--- src/rtl/mem_port_arbiter_pkg.sv ---
// Shared definitions for the unified instruction/data memory port arbiter.
// Requester IDs double as bit positions in the grant vector and as the
// read-owner encoding.
package mem_port_arbiter_pkg;

    // Requester identifiers (grant vector index / read-owner value)
    localparam logic REQ_IF = 1'b0;
    localparam logic REQ_D  = 1'b1;

    localparam int NUM_REQ = 2;

    // Default number of denied fetch cycles before fetch is forced through
    localparam int DEFAULT_STARVE_LIMIT = 4;

    // Width of the starvation counter; limits above 255 cannot be expressed
    localparam int STARVE_CNT_W = 8;

    // Saturating increment used by the starvation counter
    function automatic logic [STARVE_CNT_W-1:0] starve_sat_inc(
        input logic [STARVE_CNT_W-1:0] cnt,
        input logic [STARVE_CNT_W-1:0] limit
    );
        if (cnt >= limit) begin
            return limit;
        end
        return cnt + 1'b1;
    endfunction

endpackage

--- src/rtl/mem_arb_prio.sv ---
// Priority grant for the shared memory port: data wins by default, but a
// fetch request denied STARVE_LIMIT cycles in a row is forced through.
// The grant is purely combinational on the request inputs so the port mux
// can issue the access in the same cycle as the request.
module mem_arb_prio
    import mem_port_arbiter_pkg::*;
#(
    parameter int STARVE_LIMIT = DEFAULT_STARVE_LIMIT
) (
    input  logic                i_clk,
    input  logic                i_reset,
    input  logic                i_if_req,
    input  logic                i_d_req,
    output logic [NUM_REQ-1:0]  o_gnt
);

    localparam logic [STARVE_CNT_W-1:0] LIMIT = STARVE_CNT_W'(STARVE_LIMIT);

    logic [STARVE_CNT_W-1:0] starve_cnt_reg;
    logic [STARVE_CNT_W-1:0] starve_cnt_next;
    logic                    starve_hit;
    logic                    gnt_if;
    logic                    gnt_d;

    assign starve_hit = (starve_cnt_reg == LIMIT);

    // Fixed data priority, overridden once fetch has waited long enough
    always_comb begin
        gnt_if = 1'b0;
        gnt_d  = 1'b0;
        if (i_if_req && i_d_req) begin
            gnt_if = starve_hit;
            gnt_d  = !starve_hit;
        end else if (i_d_req) begin
            gnt_d  = 1'b1;
        end else if (i_if_req) begin
            gnt_if = 1'b1;
        end
    end

    always_comb begin
        o_gnt         = '0;
        o_gnt[REQ_IF] = gnt_if;
        o_gnt[REQ_D]  = gnt_d;
    end

    // Count consecutive cycles in which a pending fetch was denied
    always_comb begin
        starve_cnt_next = starve_cnt_reg;
        if (!i_if_req || gnt_if) begin
            starve_cnt_next = '0;
        end else begin
            starve_cnt_next = starve_sat_inc(starve_cnt_reg, LIMIT);
        end
    end

    // Starvation counter register
    always_ff @(posedge i_clk) begin
        if (i_reset) begin
            starve_cnt_reg <= '0;
        end else begin
            starve_cnt_reg <= starve_cnt_next;
        end
    end

endmodule

--- src/rtl/mem_port_arbiter.sv ---
// Shares one single-ported synchronous memory between instruction fetch and
// the MEM-stage data requester. At most one access is issued per cycle; read
// data returns one cycle after the grant and is steered to whoever issued it.
// Optional build macro MEM_ARB_STATS_EN adds conflict and starvation-win
// counters as extra outputs.
module mem_port_arbiter
    import mem_port_arbiter_pkg::*;
#(
    parameter int AW           = 8,
    parameter int W            = 32,
    parameter int STARVE_LIMIT = DEFAULT_STARVE_LIMIT
) (
    input  logic          i_clk,
    input  logic          i_reset,
    input  logic          i_if_req,
    input  logic [AW-1:0] i_if_addr,
    output logic          o_if_gnt,
    output logic          o_if_rvalid,
    output logic [W-1:0]  o_if_rdata,
    input  logic          i_d_req,
    input  logic          i_d_we,
    input  logic [AW-1:0] i_d_addr,
    input  logic [W-1:0]  i_d_wdata,
    output logic          o_d_gnt,
    output logic          o_d_rvalid,
    output logic [W-1:0]  o_d_rdata,
    output logic [AW-1:0] o_mem_addr,
    output logic [W-1:0]  o_mem_wdata,
    output logic          o_mem_read,
    output logic          o_mem_write,
    input  logic [W-1:0]  i_mem_rdata
`ifdef MEM_ARB_STATS_EN
    ,
    output logic [31:0]   o_conflict_cnt,
    output logic [15:0]   o_starve_wins
`endif
);

    logic [NUM_REQ-1:0] gnt;
    logic               gnt_if;
    logic               gnt_d;
    logic               rd_grant;

    logic               rd_pending_reg;
    logic               rd_pending_next;
    logic               rd_owner_reg;
    logic               rd_owner_next;

    logic [NUM_REQ-1:0] rvalid_vec;
    logic [W-1:0]       rdata_vec [NUM_REQ];

    mem_arb_prio #(
        .STARVE_LIMIT (STARVE_LIMIT)
    ) u_prio (
        .i_clk    (i_clk),
        .i_reset  (i_reset),
        .i_if_req (i_if_req),
        .i_d_req  (i_d_req),
        .o_gnt    (gnt)
    );

    assign gnt_if   = gnt[REQ_IF];
    assign gnt_d    = gnt[REQ_D];
    assign o_if_gnt = gnt_if;
    assign o_d_gnt  = gnt_d;

    // Any read issued this cycle, regardless of requester
    assign rd_grant = gnt_if | (gnt_d & ~i_d_we);

    // Memory port mux: steer the granted requester onto the memory; idle is all-zero
    always_comb begin
        o_mem_addr  = '0;
        o_mem_wdata = '0;
        if (gnt_d) begin
            o_mem_addr  = i_d_addr;
            o_mem_wdata = i_d_wdata;
        end else if (gnt_if) begin
            o_mem_addr  = i_if_addr;
        end
    end

    // Memory enables; held off during reset so no access is issued into a
    // pipeline that is being flushed
    always_comb begin
        o_mem_read  = rd_grant & ~i_reset;
        o_mem_write = gnt_d & i_d_we & ~i_reset;
    end

    // Remember which requester owns the read data arriving next cycle
    always_comb begin
        rd_pending_next = rd_grant;
        rd_owner_next   = rd_owner_reg;
        if (rd_grant) begin
            rd_owner_next = gnt_d ? REQ_D : REQ_IF;
        end
    end

    // Read-ownership registers; reset discards any outstanding read
    always_ff @(posedge i_clk) begin
        if (i_reset) begin
            rd_pending_reg <= 1'b0;
            rd_owner_reg   <= REQ_IF;
        end else begin
            rd_pending_reg <= rd_pending_next;
            rd_owner_reg   <= rd_owner_next;
        end
    end

    // Per-requester response steering; the non-owner sees zero data
    generate
        for (genvar gi = 0; gi < NUM_REQ; gi++) begin : g_resp
            assign rvalid_vec[gi] = rd_pending_reg & (rd_owner_reg == 1'(gi));
            assign rdata_vec[gi]  = rvalid_vec[gi] ? i_mem_rdata : '0;
        end
    endgenerate

    assign o_if_rvalid = rvalid_vec[REQ_IF];
    assign o_if_rdata  = rdata_vec[REQ_IF];
    assign o_d_rvalid  = rvalid_vec[REQ_D];
    assign o_d_rdata   = rdata_vec[REQ_D];

`ifdef MEM_ARB_STATS_EN
    logic [31:0] conflict_cnt_reg;
    logic [31:0] conflict_cnt_next;
    logic [15:0] starve_wins_reg;
    logic [15:0] starve_wins_next;
    logic        starve_win;

    // Fetch can only beat a concurrent data request through the starvation rule
    assign starve_win = gnt_if & i_d_req;

    // Conflict counter wraps; starvation-win counter saturates
    always_comb begin
        conflict_cnt_next = conflict_cnt_reg;
        starve_wins_next  = starve_wins_reg;
        if (i_if_req && i_d_req) begin
            conflict_cnt_next = conflict_cnt_reg + 32'd1;
        end
        if (starve_win && (starve_wins_reg != 16'hFFFF)) begin
            starve_wins_next = starve_wins_reg + 16'd1;
        end
    end

    // Statistics registers
    always_ff @(posedge i_clk) begin
        if (i_reset) begin
            conflict_cnt_reg <= '0;
            starve_wins_reg  <= '0;
        end else begin
            conflict_cnt_reg <= conflict_cnt_next;
            starve_wins_reg  <= starve_wins_next;
        end
    end

    assign o_conflict_cnt = conflict_cnt_reg;
    assign o_starve_wins  = starve_wins_reg;
`endif

endmodule

--- config.mk ---
export PLATFORM = sky130hd
export DESIGN_NAME = mem_port_arbiter
export DESIGN_NICKNAME = d
export VERILOG_FILES = /design/src/rtl/mem_port_arbiter_pkg.sv /design/src/rtl/mem_arb_prio.sv /design/src/rtl/mem_port_arbiter.sv
export SDC_FILE = /design/constraint.sdc
export NUM_CORES = 1
export LEC_CHECK = 0
export CORE_UTILIZATION = 21
export DETAILED_ROUTE_END_ITERATION = 16
export GPL_TIMING_DRIVEN = 0
export PLACE_DENSITY_LB_ADDON = 0.1
export REMOVE_ABC_BUFFERS = 1
export SYNTH_ARGS = -nofsm -noshare
export SYNTH_HDL_FRONTEND = slang
export SYNTH_SLANG_ARGS = --single-unit
--- constraint.sdc ---
create_clock -name i_clk -period 2.15 [get_ports i_clk]
set_input_delay 0.215 -clock i_clk [delete_from_list [all_inputs] [get_ports i_clk]]
set_output_delay 0.215 -clock i_clk [all_outputs]
set_load 0.02 [all_outputs]
==> flow_metrics.env <==
export IMPL_vias=1900
export IMPL_crit_type="reg -> out"
export IMPL_antenna_cells=0
export IMPL_area_delta_synth_final_pct=186
export IMPL_endpoint_kind="primary output"
export IMPL_antenna_left=0
export IMPL_synth_area_um2=1130
export IMPL_leakage_nw=1.45
export IMPL_r2r_slack_ns=0.56
export IMPL_cts_sinks=10
export IMPL_wire_per_inst_um=14.1
export IMPL_synthTopCellsByArea="and2_1, and3_1, dfxtp_1, a22o_1, clkbuf_1"
export IMPL_ir_worst_vdd_uv=315
export IMPL_yosys_cell_types_count=24
export IMPL_outcome="finished, final reports clean"
export IMPL_largest_register_ffs=8
export IMPL_syn_area_per_cell_um2=7.19
export IMPL_vias_per_cell=4.44
export IMPL_p_sw_share_pct=33.3
export IMPL_reg2regPathDepth=5
export IMPL_seq_area_frac_synth_pct=17.7
export IMPL_final_cell_mix="clkdlybuf4s50_1, and2_1, and3_1, buf_2, buf_6"
export IMPL_drive_above_1_share_pct=20.1
export IMPL_grt_pass1_vias=1621
export IMPL_setup_worst_path_start_class="register"
export IMPL_clk_pin_slew_ns=0.04
export IMPL_power_frac_clock_pct=18.8
export IMPL_arrival_ns=1.91
export IMPL_coreArea_um2=5140
export IMPL_yosys_register_bits=10
export IMPL_die_area_um2=5670
export IMPL_rows=26
export IMPL_grt_overflow=0
export IMPL_cp_startpoint="u_prio.starve_cnt_reg[1]$_SDFF_PP0_"
export IMPL_rsz0062_at_grt="true"
export IMPL_min_period_ns=2.13
export IMPL_yosys_area_top_type_share_pct=36.0
export IMPL_dp_final_hpwl_um=4470
export IMPL_combinationalPowerShare_pct=58.4
export IMPL_yosys_area_top_type="and2_1"
export IMPL_antenna_found_initial=0
export IMPL_pin_count=195
export IMPL_tightestPinTransition_ns=0.685
export IMPL_power_switching_w=0.000318
export IMPL_drv_slew=0
export IMPL_fmax_ghz=0.470
export IMPL_track_usage_pct=18.1
export IMPL_grt_max_degree=37
export IMPL_grt_pass1_wl_um=7820
export IMPL_p_int_w=0.000637
export IMPL_io_buffers=194
export IMPL_syn_inst=157
export IMPL_r2r_end="rd_pending_reg$_SDFF_PP0_"
export IMPL_setup_slack_ns=0.0229
export IMPL_cap_viol_max_count=0
export IMPL_dpl_instance_area_um2=3120
export IMPL_clockBufferDepth=2
export IMPL_dpl_worst_slack_ns=-0.758
export IMPL_finalPower_w=0.000955
export IMPL_hold_path_class="reg -> reg"
export IMPL_ctsHoldBuffers=0
export IMPL_dr_first_iter_drc_count=52
export IMPL_powerDensity_nw_per_um2=296
export IMPL_postRouteWirelength_um=6020
export IMPL_cts_tree="built"
export IMPL_setup_violations_final=0
export IMPL_fin_area_um2=3230
export IMPL_nets=447
export IMPL_relSlewSlack_pct=54.2
export IMPL_die_h_um=75.3
export IMPL_dr_pass1_iters=4
export IMPL_finClkSkew_ns=0.00172
export IMPL_gp_congestion=0.717
export IMPL_die_x_um=75.3
export IMPL_h_tree_depth=1
export IMPL_ys_warnings_count=0
export IMPL_seqPwrFrac_pct=22.8
export IMPL_start_util_pct=22.0
export IMPL_endpoint="o_mem_addr[4]"
export IMPL_finalHoldViolCount=0
export IMPL_cp_required_ns=1.93
export IMPL_drc=0
export IMPL_r2r_start="u_prio.starve_cnt_reg[1]$_SDFF_PP0_"
export IMPL_path_max_fanout=6
export IMPL_hold_path_cell_count=2
export IMPL_clk_latency_ns=0.23
export IMPL_final_common_cell="clkdlybuf4s50_1"
export IMPL_post_route_period_util_pct=98.9
export IMPL_cts_root_buf="clkbuf_8"
export IMPL_cts_buffers=3
[Yosys cell counts, drive strengths merged]
library cell / instances
dfxtp: 10
inv: 4
conb: 1
nand3b: 1
ha: 2
clkbuf: 11
o21a: 1
nor2: 2
o22ai: 1
a21oi: 4
or2: 1
nor3: 1
nand2: 2
and3: 34
a22o: 8
buf: 2
nor2b: 1
nand4bb: 1
o21ai: 2
or4: 1
and2: 65
nor3b: 1
or4b: 1
[logic make-up after synthesis]
group / synth area share [%]
compound gates: 11.3
fa+ha+maj: 2.22
buf+inv: 6.43
flops: 17.7
other cells: 0.332
simple gates: 62.0
[area by class of cell]
type,count,area (um^2)
Fill cell,500,1910
Timing Repair Buffer,198,1820
Multi-Input combinational cell,143,1050
Inverter,4,15.0
Tap cell,70,87.6
Clock buffer,3,41.3
Sequential cell,10,209
[worst min-delay path by stage]
stage,start,endpoint,slack (ns)
2_1_floorplan,i_reset,rd_pending_reg$_SDFF_PP0_,0.28
3_3_place_gp,u_prio.starve_cnt_reg[0]$_SDFF_PP0_,u_prio.starve_cnt_reg[0]$_SDFF_PP0_,0.53
3_5_place_dp,u_prio.starve_cnt_reg[0]$_SDFF_PP0_,u_prio.starve_cnt_reg[0]$_SDFF_PP0_,0.52
4_1_cts,u_prio.starve_cnt_reg[0]$_SDFF_PP0_,u_prio.starve_cnt_reg[0]$_SDFF_PP0_,0.55
5_1_grt,u_prio.starve_cnt_reg[0]$_SDFF_PP0_,u_prio.starve_cnt_reg[0]$_SDFF_PP0_,0.59
6_report,u_prio.starve_cnt_reg[0]$_SDFF_PP0_,u_prio.starve_cnt_reg[0]$_SDFF_PP0_,0.55
[routing by layer]
metal,track usage (%),routed length [um]
met5,0,0
met4,3.09,38
met3,4.76,712
met2,35.8,3180
met1,19.4,2090
[per-stage QoR]
stage / TNS [ns] / instances / hold WS [ns] / utilization, %
after global routing: -0.0732 / 428 / 0.586 / 62.8
final: 0 / 428 / 0.551 / 62.8
after global placement: -47.50 / 412 / 0.526 / 60.6
after CTS: 0 / 426 / 0.549 / 60.9
after detailed placement: -31.78 / 412 / 0.525 / 60.7
after floorplan: -2.71 / 148 / 0.284 / -
[power groups by stage]
| stage | clock, W | sequential, W | combinational (W) |
|---|---|---|---|
| after global placement | 0 | 0.000218 | 0.000545 |
| after detailed placement | 0 | 0.000218 | 0.000548 |
| after CTS | 0.000185 | 0.000218 | 0.000535 |
| final | 0.000180 | 0.000218 | 0.000558 |
| after floorplan | 0 | 0.000209 | 0.000206 |
| after global routing | 0.000195 | 0.000220 | 0.000593 |
[worst max-delay path, cell delays in order, from the launching register on]
cell and delay [ns]:
dfxtp_1 0.31, inv_2 0.07, ha_4 0.14, or4b_4 0.52
o21a_4 0.25, a22o_1 0.25, buf_6 0.14
[timing repair]
item / in CTS / in global routing
setup endpoints to repair: 110 / 43
pin swaps: 6 / 10
buffers inserted: 3 / 1
gates cloned: 8 / 1
resized for setup: 193 / 21
Power figures use the tool's default switching activity.
